==> config.mk <==
export PLATFORM = sky130hd
export DESIGN_NAME = pdm_deserializer
export DESIGN_NICKNAME = d
export VERILOG_FILES = /design/src/rtl/pdm_deserializer.sv
export SDC_FILE = /design/constraint.sdc
export NUM_CORES = 1
export LEC_CHECK = 0
export CAP_MARGIN = 15
export CORE_ASPECT_RATIO = 0.6
export CORE_MARGIN = 3
export CORE_UTILIZATION = 30
export CTS_CLUSTER_DIAMETER = 150
export DETAILED_ROUTE_END_ITERATION = 10
export DONT_BUFFER_PORTS = 1
export SLEW_MARGIN = 0
export SYNTH_ARGS = -nofsm -noshare
export SYNTH_HDL_FRONTEND = slang
export SYNTH_SLANG_ARGS = --single-unit
==> constraint.sdc <==
create_clock -name clock -period 1.7 [get_ports clock]
set_input_delay 0.085 -clock clock [delete_from_list [all_inputs] [get_ports clock]]
set_output_delay 0.085 -clock clock [all_outputs]
set_load 0.01 [all_outputs]
==> src/rtl/pdm_deserializer.sv <==
// PDM microphone front end: divides the system clock into the mic bit clock,
// samples data_in on each rising bit-clock edge and emits packed words.
module pdm_deserializer #(
  parameter int CLK_DIV_HALF = 25,
  parameter int WORD_WIDTH   = 16
) (
  input  logic                  clock,
  input  logic                  reset_n,
  input  logic                  enable,
  input  logic                  data_in,
  output logic                  done,
  output logic [WORD_WIDTH-1:0] data,
  output logic                  pdm_clk_o,
  output logic                  pdm_irsel_o
);

  localparam int DW = (CLK_DIV_HALF > 1) ? $clog2(CLK_DIV_HALF) : 1;
  localparam int BW = (WORD_WIDTH > 1) ? $clog2(WORD_WIDTH) : 1;
  localparam logic [DW-1:0] DIV_LAST = DW'(CLK_DIV_HALF - 1);
  localparam logic [BW-1:0] BIT_LAST = BW'(WORD_WIDTH - 1);

  localparam logic [0:0] ST_IDLE = 1'b0;
  localparam logic [0:0] ST_RUN  = 1'b1;

  logic [0:0]            state;
  logic [DW-1:0]         div_cnt;
  logic [BW-1:0]         bit_cnt;
  logic [WORD_WIDTH-1:0] shift;
  logic                  word_ready;
  logic                  div_wrap;
  logic                  pdm_rise;

  // The divider only runs once RUN is registered, so the first bit-clock
  // rise lands a full half period after enable is first seen high.
  always_comb begin
    div_wrap = (state == ST_RUN) && (div_cnt == DIV_LAST);
    pdm_rise = div_wrap && !pdm_clk_o;
  end

  assign pdm_irsel_o = 1'b0;

  always_ff @(posedge clock or negedge reset_n) begin
    if (!reset_n) begin
      state      <= ST_IDLE;
      div_cnt    <= '0;
      bit_cnt    <= '0;
      shift      <= '0;
      word_ready <= 1'b0;
      pdm_clk_o  <= 1'b0;
      done       <= 1'b0;
      data       <= '0;
    end else if (!enable) begin
      // Idle discards any partial word and any strobe about to be issued.
      state      <= ST_IDLE;
      div_cnt    <= '0;
      bit_cnt    <= '0;
      shift      <= '0;
      word_ready <= 1'b0;
      pdm_clk_o  <= 1'b0;
      done       <= 1'b0;
    end else begin
      state      <= ST_RUN;
      done       <= word_ready;
      word_ready <= 1'b0;
      if (word_ready) begin
        data <= shift;
      end
      if (state == ST_RUN) begin
        if (div_wrap) begin
          div_cnt   <= '0;
          pdm_clk_o <= ~pdm_clk_o;
        end else begin
          div_cnt <= div_cnt + 1'b1;
        end
      end
      if (pdm_rise) begin
        shift <= {shift[WORD_WIDTH-2:0], data_in};
        if (bit_cnt == BIT_LAST) begin
          bit_cnt    <= '0;
          word_ready <= 1'b1;
        end else begin
          bit_cnt <= bit_cnt + 1'b1;
        end
      end
    end
  end

endmodule

### Word level (Yosys, flattened, before mapping)

Index checks and enable logic that the tools add are counted.

* bits in registers: 45
* input port bits: 4
* output and inout port bits: 19
* word-level logic and storage cells: 37

* $add $sub $neg: 2
* eq/ne operators: 5
* mux-type cells: 16
* bitwise operators: 1
* reduce and logical (&&, ||, !) cells: 5

Operators with widths (count)
* 16-bit 2-to-1 mux: 2
* 5-bit 2-to-1 mux: 3
* 4-bit 2-to-1 mux: 3
* 1-bit 2-to-1 mux: 8
* 2-bit by 1-bit != test with 1-bit output, second input constant: 3
* 5-bit by 1-bit adder with 5-bit output, second input constant: 1
* 5-bit == test, second input constant: 1
* 4-bit by 1-bit adder with 4-bit output, second input constant: 1
* 4-bit == test, second input constant: 1
* 2-bit AND reduction: 2
* 1-bit logical AND: 2
* 1-bit logical NOT: 1
* 1-bit inverter: 1

### Longest topological paths before layout

Gate-level depths: netlist (run 1).

* word-level depth: 5
* depth in mapped cells: 7
* mapped depth without buffers: 5

### Worst setup path before layout (run 1)

OpenSTA, ideal clock, no wires.

* path type: register -> register
* from: register div_cnt[0]
* to: register bit_cnt[1]
* setup time: 78 ps
* arrival time: 1412 ps
* required time: 1622 ps
* slack: 210 ps
* cell stages (with the launch flop): 8
* buffers on the path: 2
* period minus slack after synthesis: 1490 ps
* cell sequence: dfrtp_1 -> inv_1 -> ha_1 -> nor2b_1 -> buf_2 -> buf_1 -> nand3_1 -> a21oi_1

* longest elaborated chain between the ends: 4

Ends and longest elaborated chain
* start: declaration: RTL line 26 `logic [DW-1:0] div_cnt;`
* start signal: assignment: RTL line 73 `div_cnt <= div_cnt + 1'b1;`
* 5-bit == test: RTL line 36 `div_wrap = (state == ST_RUN) && (div_cnt == DIV_LAST);`
* 1-bit logical AND: RTL line 36
* 1-bit logical AND: RTL line 37 `pdm_rise = div_wrap && !pdm_clk_o;`
* 2-bit by 1-bit != test with 1-bit output (no source line)
* end signal: assignment: RTL line 82 `bit_cnt <= bit_cnt + 1'b1;`
* end: declaration: RTL line 27 `logic [BW-1:0] bit_cnt;`

No other way between the ends.
A chain may end at the register's enable or synchronous reset.

### Final worst setup path (run 1)

* from: register div_cnt[0]
* to: register bit_cnt[3]

Same word-level chain as after synthesis.

==> results of run 1 <==
==> worst max-delay path: stages, from the launching register on <==
cell	delay (ns)
dfrtp_1	0.42
inv_1	0.08
ha_1	0.23
nand2b_4	0.09
or4_1	0.50
a21oi_1	0.15
==> timing repair <==
| action | 4_1_cts | 5_1_grt |
|---|---|---|
| endpoints found under the setup margin | 0 | 1 |
| hold buffers | 4 | 0 |
| endpoints found under the hold margin | 48 | 0 |
| gates resized for setup | 0 | 1 |
==> layer usage <==
metal / part of all wire / vias up / GRT usage
met3: 0.057 / 0 / 0.0415
met1: 0.54 / 658 / 0.162
met5: 0 / - / 0
met4: 0 / 0 / 0.0233
li1: - / 638 / -
met2: 0.41 / 30 / 0.165
==> final cells by class <==
type	count	area (µm²)
fill	598	3670
sequential	45	1130
multi-input combinational	108	717
timing repair buffer	13	125
tap	80	100
clock buffer	6	82.6
clock inverter	2	37.5
inverter	8	30.0
==> flip-flops by register name (all words and copies together), names as in the netlist <==
| name | count |
|---|---|
| pdm_clk_o | 1 |
| done | 1 |
| bit_cnt | 4 |
| data | 16 |
| word_ready | 1 |
| div_cnt | 5 |
| shift | 16 |
| state | 1 |
==> stage by stage <==
step / area [µm²] / power (mW) / utilization / hold WS, ns
2_1_floorplan: 1920 / 1.16 / - / -0.211
3_3_place_gp: 2030 / 1.19 / 0.345 / -0.209
3_5_place_dp: 2030 / 1.20 / 0.345 / -0.209
4_1_cts: 2210 / 2.08 / 0.376 / 0.118
5_1_grt: 2220 / 2.15 / 0.377 / 0.135
6_report: 2220 / 2.06 / 0.377 / 0.127
==> cell usage after synthesis, drive strengths merged <==
master	count
dfrtp	45
a21oi	24
o21ai	20
nand3	18
mux2	16
inv	8
buf	6
clkbuf	6
nand2	5
ha	3
or4	3
nand4	2
nor2b	2
o31ai	2
or3	2
a21o	1
a31o	1
and4b	1
conb	1
mux2i	1
nand2b	1
nand4b	1
nor2	1
nor3	1
o32ai	1
o41ai	1
==> logic make-up after synthesis <==
logic type,share of synthesized area
compound gates,0.140
fa+ha+maj,0.0195
buf+inv,0.0462
flops,0.585
mux,0.0988
other cells,0.00195
simple gates,0.109
==> final timing paths <==
path                                        startpoint  cells after the start                endpoint  slack (ns)
worst max-delay path            div_cnt[0]$_DFFE_PN0P_                      5  bit_cnt[3]$_DFFE_PN0P_        0.16
worst min-delay path                            enable                      3          done$_DFF_PN0_        0.13
worst max register to register  div_cnt[0]$_DFFE_PN0P_                      5  bit_cnt[3]$_DFFE_PN0P_        0.16
worst min register to register   shift[15]$_DFFE_PN0P_                      1    data[15]$_DFFE_PN0P_        0.53
max in group asynchronous                      reset_n                      2    shift[4]$_DFFE_PN0P_        1.21
min in group asynchronous                      reset_n                      2   shift[10]$_DFFE_PN0P_        0.30
==> where the power goes <==
part,internal [mW],switching (mW),total [mW]
combinational,0.0436,0.0883,0.132
sequential,1.07,0.00695,1.08
clock,0.478,0.367,0.845
total,1.60,0.462,2.06
==> reports/results.tsv, run 1 <==
metric	value	unit
Die X-Extent	109	µm
GPL Wtd Cong	0.761	
crit end category	register	
antenna-violating nets left	0	
largest net degree at the start of global routing	46	
TNS Setup	0	ns
Syn Inst Count	173	
CTS sink cnt	45	
DR iter-0 viols	108	
H-tree lvl count	2	
fmax	0.650	GHz
CTS tree	yes	
most frequent cells in the layout	45 x dfrtp_1, 24 x a21oi_1, 20 x o21ai_0	
peak supply drop	0.000276	V
Cell variety after synth	28	
routed wire length	3850	µm
IO Count	23	
FF+latch count, synth	45	
synth-to-layout area growth	15.3	%
share of cells above drive strength 1	0.203	
WL/cell	14.7	µm
DRT Pass-1 Iters	4	
Mapped Nets	180	
nets	188	
Die ar.	7440	µm²
Worst EP arrival	1.76	ns
register area share after synthesis	0.585	
Final Non-Filler Cells	262	
final worst setup slack	0.162	ns
Worst Path Max Fanout	6	
initial antenna violation count	0	
CTS buffer count	5	
DRC Markers	0	
area leader, netlist	dfrtp_1	
ANT cells	0	
Vias/cell	5.06	
skew final	0.00623	ns
Root Driver	clkbuf_8	
unrepaired setup endpoints after global routing	no	
I/O Buffers	0	
Fin. Hold Viols	0	
vias in the first global route	1325	
starting density of the core	0.327	
Power Dens Cells	928	nW/µm²
Die Y	68.0	µm
dpl cells	250	
core area	5890	µm²
clk_lat worst skew	0.29	ns
vias after detailed routing	1326	
max-cap violations	0	
Synth warnings	0	
Core Rows	21	
Place WS	0.138	ns
P_leak	0.995	nW
Critical Path Start Type	register	
final period utilization	0.905	
most common cell after layout, fill and taps aside	dfrtp_1	
top cells by area, synth	dfrtp_1 59%, mux2_2 9.4%, a21oi_1 6.2%	
deepest clock path buffer count	2	
clock slew at reported path FFs	0.09	ns
run status	finished, final reports clean	
post-DP HPWL	2540	µm
Slew Viols, Final	0	
Total Routing Usage GR	0.113	
setup repair bufs after CTS	0	
Crit Path Class	reg2reg	
gr ovfl total	0	
# setup viols final	0	
HP Class	in2reg	
Syn Area/Cell	11.1	µm²
Critical Path RT	1.92	ns
top-area cell type share of the netlist area	0.585	
first-pass GRT wire length	6510	µm
Mapped Area	1920	µm²
fin crit period	1.54	ns
(Power assumes the default switching activity.)
==> run 2: changes to the inputs <==
CELL_PAD_IN_SITES_DETAIL_PLACEMENT = 1   (was not set)
CELL_PAD_IN_SITES_GLOBAL_PLACEMENT = 2   (was not set)
PLACE_DENSITY_LB_ADDON = 0.1   (was not set)
==> run 2 against run 1 <==
Count of clock-buffer cells in the layout up 1. Combinational power down 4%. Fmax down 2.1%. Hold slack better by 0.024 ns. Critical path type unchanged. Clock skew up 0.0029 ns. Wire length up 17%. First-iteration DRC count down 51%. Sequential share of layout area unchanged. Clock power down 0.6%. Critical endpoint unchanged. Critical path depth unchanged. Largest power group unchanged. Worst setup slack worse by 0.033 ns. Register-to-register slack worse by 0.03 ns.
==> reports/results.tsv, run 2 (synthesis gave the netlist of run 1 again) <==
metric	value	unit
run status	finished, final reports clean	
Crit Path Class	reg2reg	
Slew Viols, Final	0	
setup repair bufs after CTS	0	
Die Y	68.0	µm
Min Hold Slack	0.151	ns
Die X-Extent	109	µm
vias after detailed routing	1351	
antenna-violating nets left	0	
core area	5890	µm²
clk_lat worst skew	0.29	ns
largest net degree at the start of global routing	46	
IO Count	23	
routed wire length	4500	µm
met3 usage	0.0405	
Worst Path Max Fanout	6	
met2 Use GR	0.214	
dpl cells	250	
Power Dens Cells	924	nW/µm²
FF-to-FF Start	div_cnt[0]$_DFFE_PN0P_	
DRT Pass-1 Iters	4	
starting density of the core	0.327	
synth-to-layout area growth	15.3	%
Core Rows	21	
I/O Buffers	0	
ANT cells	0	
most frequent cells in the layout	45 x dfrtp_1, 24 x a21oi_1, 20 x o21ai_0	
Vias/cell	5.16	
Total Routing Usage GR	0.138	
P_leak	0.997	nW
TNS Setup	0	ns
fill count	660	
most common cell after layout, fill and taps aside	dfrtp_1	
clock slew at reported path FFs	0.08	ns
Critical Path RT	1.91	ns
Worst EP arrival	1.78	ns
CTS buffer count	5	
CTS tree	yes	
# setup viols final	0	
fmax	0.636	GHz
crit end category	register	
most used routing layer	met2	
CP startpoint	div_cnt[0]$_DFFE_PN0P_	
vias in the first global route	1490	
initial antenna violation count	0	
final period utilization	0.925	
HP Class	in2reg	
share of cells above drive strength 1	0.198	
GPL Wtd Cong	0.747	
Root Driver	clkbuf_8	
Fin. Hold Viols	0	
fin crit period	1.57	ns
peak supply drop	0.000306	V
Final Non-Filler Cells	262	
WL/cell	17.2	µm
nets	188	
DRC Markers	0	
grt met1 use	0.191	
CTS sink cnt	45	
first-pass GRT wire length	7770	µm
post-DP HPWL	3150	µm
max-cap violations	0	
DR iter-0 viols	53	
biggest regs	data: 16 flops, shift: 16 flops, div_cnt: 5 flops	
deepest clock path buffer count	2	
skew final	0.00915	ns
Die ar.	7440	µm²
H-tree lvl count	2	
Critical Path Start Type	register	
min-delay src	enable	
unrepaired setup endpoints after global routing	no	
gr ovfl total	0	
-- run 2: repair_timing --
item                                    CTS  global route
endpoints found under the setup margin    0             1
hold endpoints to repair                 48             0
gates resized for setup                   0             2
hold buffers                              4             0
-- run 2: layout make-up --
cell class	count	area [µm²]	share of cell area
multi-input combinational	108	717	0.323
sequential	45	1130	0.508
clock buffer	7	86.3	0.0389
timing repair buffer	13	129	0.0581
inverter	8	30.0	0.0135
tap	80	100	0.0451
clock inverter	1	30.0	0.0135
-- run 2: stage by stage --
step / instance area (µm²) / utilization / power [mW] / setup WS (ns)
finish: 2220 / 0.377 / 2.05 / 0.128
global route: 2220 / 0.377 / 2.16 / 0.0445
CTS: 2210 / 0.375 / 2.08 / 0.0627
detailed placement: 2030 / 0.345 / 1.19 / 0.0809
global placement: 2030 / 0.345 / 1.19 / 0.160
floorplan: 1920 / - / 1.16 / 0.210
-- run 2: critical path, stage by stage, from the launching register on --
cell,delay (ns)
dfrtp_1,0.42
inv_1,0.09
ha_1,0.24
nand2b_4,0.09
or4_1,0.51
a21oi_1,0.15
-- run 2: where the power goes --
group / switching (mW) / total (mW) / internal, mW
sequential: 0.00784 / 1.08 / 1.07
clock: 0.360 / 0.840 / 0.480
combinational: 0.0892 / 0.127 / 0.0380
-- run 2: path summary, 6_finish.rpt --
path / depth (start not counted) / slack (ns) / endpoint
min in group asynchronous: 2 / 0.30 / data[15]$_DFFE_PN0P_
setup / recovery: 5 / 0.13 / bit_cnt[3]$_DFFE_PN0P_
hold reg to reg: 1 / 0.53 / data[15]$_DFFE_PN0P_
max in group asynchronous: 2 / 1.18 / data[1]$_DFFE_PN0P_
setup reg to reg: 5 / 0.13 / bit_cnt[3]$_DFFE_PN0P_
hold / removal: 3 / 0.15 / done$_DFF_PN0_
-- run 2: per-layer routing --
metal / up-vias / part of all wire
met5: - / 0
met4: 0 / 0.0036
met3: 2 / 0.054
met2: 24 / 0.45
met1: 697 / 0.50
li1: 628 / -
==> run 3: changes to the inputs <==
PLACE_DENSITY = 0.61   (was not set)
PLACE_DENSITY_LB_ADDON = not set   (was 0.1)
SLEW_MARGIN = not set   (was 0)
==> run 3 against run 2 <==
Global-route usage shrank 0.85 points. Fmax shrank 0.62%. Total power fell by 9.5%. Combinational power is essentially flat. Critical path depth is the same. Wire length shrank 2.5%. First-iteration DRC count shrank 19%. Via count fell by 0.44%. Core utilization decreased by 0.64 points. Critical path type unchanged. Flip-flop and latch count stayed put. Non-clock buffer count rose by 1.
==> reports/results.tsv, run 3 (synthesis gave the netlist of run 1 again) <==
metric	value	unit
H-tree lvl count	2	
Final Cell Area	2180	µm²
TNS Setup	0	ns
IO Count	23	
storage element area	1130	µm²
skew final	0.00410	ns
Core Rows	21	
post-DP HPWL	3020	µm
unrepaired setup endpoints after global routing	no	
I/O Buffers	0	
Fin. Hold Viols	0	
DR iter-0 viols	43	
min-delay src	enable	
Slew Viols, Final	0	
clock slew at reported path FFs	0.08	ns
reg2reg end	bit_cnt[3]$_DFFE_PN0P_	
DRT Pass-1 Iters	4	
synth-to-layout area growth	13.3	%
Critical Path Start Type	register	
max-cap violations	0	
starting density of the core	0.327	
Die Y	68.0	µm
largest net degree at the start of global routing	46	
ANT cells	0	
share of cells above drive strength 1	0.197	
first-pass GRT wire length	7170	µm
deepest clock path buffer count	2	
initial antenna violation count	0	
FF-to-FF Start	div_cnt[0]$_DFFE_PN0P_	
GPL Wtd Cong	0.736	
nets	189	
most common cell after layout, fill and taps aside	dfrtp_1	
clk_lat worst skew	0.30	ns
routed wire length	4380	µm
antenna-violating nets left	0	
Worst EP arrival	1.80	ns
# setup viols final	0	
biggest regs	data: 16 flops, shift: 16 flops, div_cnt: 5 flops	
Die X-Extent	109	µm
DRC Markers	0	
Reg2Reg Depth	5	
run status	finished, final reports clean	
vias after detailed routing	1345	
vias in the first global route	1395	
fin crit period	1.58	ns
CTS tree	yes	
core area	5890	µm²
Critical Path RT	1.92	ns
R2R setup slack	0.12	ns
fmax	0.632	GHz
HP Class	in2reg	
most frequent cells in the layout	45 x dfrtp_1, 24 x a21oi_1, 20 x o21ai_0	
WHS Path Cells	3	
footprint of the multi-input gates	709	µm²
Power Dens Cells	850	nW/µm²
P_leak	0.987	nW
crit end category	register	
Root Driver	clkbuf_8	
Total Routing Usage GR	0.129	
WL/cell	16.7	µm
CTS buffer count	5	
Vias/cell	5.11	
area of placed instances	2040	µm²
Min Hold Slack	0.150	ns
gr ovfl total	0	
fill count	680	
Hold Path End	done$_DFF_PN0_	
CTS sink cnt	45	
Die ar.	7440	µm²
Crit Path Class	reg2reg	
Worst Path Max Fanout	4	
peak supply drop	0.000349	V
final period utilization	0.930	
==> run 3: changes by cell type in the layout (fill, tap and decap cells not counted) <==
cell       delta
buf_4         +2
buf_6         -1
bufinv_16     -1
clkbuf_8      -1
clkinv_2      +2
nand2b_1      +1
nand2b_4      -1
==> run 3: what timing repair did <==
item	4_1_cts	5_1_grt
endpoints found under the hold margin	48	0
buffers inserted	0	0
hold buffers	4	0
endpoints found under the setup margin	0	0
resized for setup	0	0
==> run 3: report_power, final <==
part | switching [mW] | internal, mW | total [mW]
Clock | 0.361 | 0.285 | 0.646
Combinational | 0.0888 | 0.0374 | 0.126
Sequential | 0.00700 | 1.07 | 1.08
==> run 3: critical path, stage by stage (launching register included) <==
cell and delay (ns):
dfrtp_1 0.42, inv_1 0.09, ha_1 0.19, nand2b_1 0.11
or4_1 0.52, a21oi_1 0.17
==> run 3: metrics by stage <==
| stage | instances | utilization | power, mW | setup slack [ns] |
|---|---|---|---|---|
| after CTS | 263 | 0.371 | 1.90 | 0.116 |
| after global routing | 263 | 0.371 | 1.95 | 0.0144 |
| final | 263 | 0.371 | 1.85 | 0.118 |
| after detailed placement | 251 | 0.347 | 1.20 | 0.129 |
| after floorplan | 173 | - | 1.16 | 0.210 |
| after global placement | 251 | 0.347 | 1.19 | 0.230 |
==> run 3: worst max-delay path by stage <==
| stage | end | slack [ns] | cells after the start | start |
|---|---|---|---|---|
| finish | bit_cnt[3]$_DFFE_PN0P_ | 0.12 | 5 | div_cnt[0]$_DFFE_PN0P_ |
| global route | bit_cnt[3]$_DFFE_PN0P_ | 0.01 | 5 | div_cnt[0]$_DFFE_PN0P_ |
| CTS | bit_cnt[3]$_DFFE_PN0P_ | 0.12 | 5 | div_cnt[0]$_DFFE_PN0P_ |
| detailed placement | bit_cnt[3]$_DFFE_PN0P_ | 0.13 | 5 | div_cnt[0]$_DFFE_PN0P_ |
| global placement | pdm_clk_o$_DFFE_PN0P_ | 0.23 | 3 | div_cnt[2]$_DFFE_PN0P_ |
| floorplan | bit_cnt[1]$_DFFE_PN0P_ | 0.21 | 7 | div_cnt[0]$_DFFE_PN0P_ |
==> run 3: layer usage <==
metal  GRT usage  up-vias  wire length [µm]
met3      0.0481        5               222
met1       0.172      686              2190
li1            -      635                 -
met2       0.196       19              1910
met5           0        -                 0
met4      0.0420        0                57
==> run 3: area by class of cell <==
type	count	area share
Sequential cell	45	0.516
Timing Repair Buffer	14	0.0608
Clock buffer	6	0.0333
Multi-Input combinational cell	108	0.325
Tap cell	80	0.0459
Inverter	8	0.0138
Clock inverter	2	0.00459
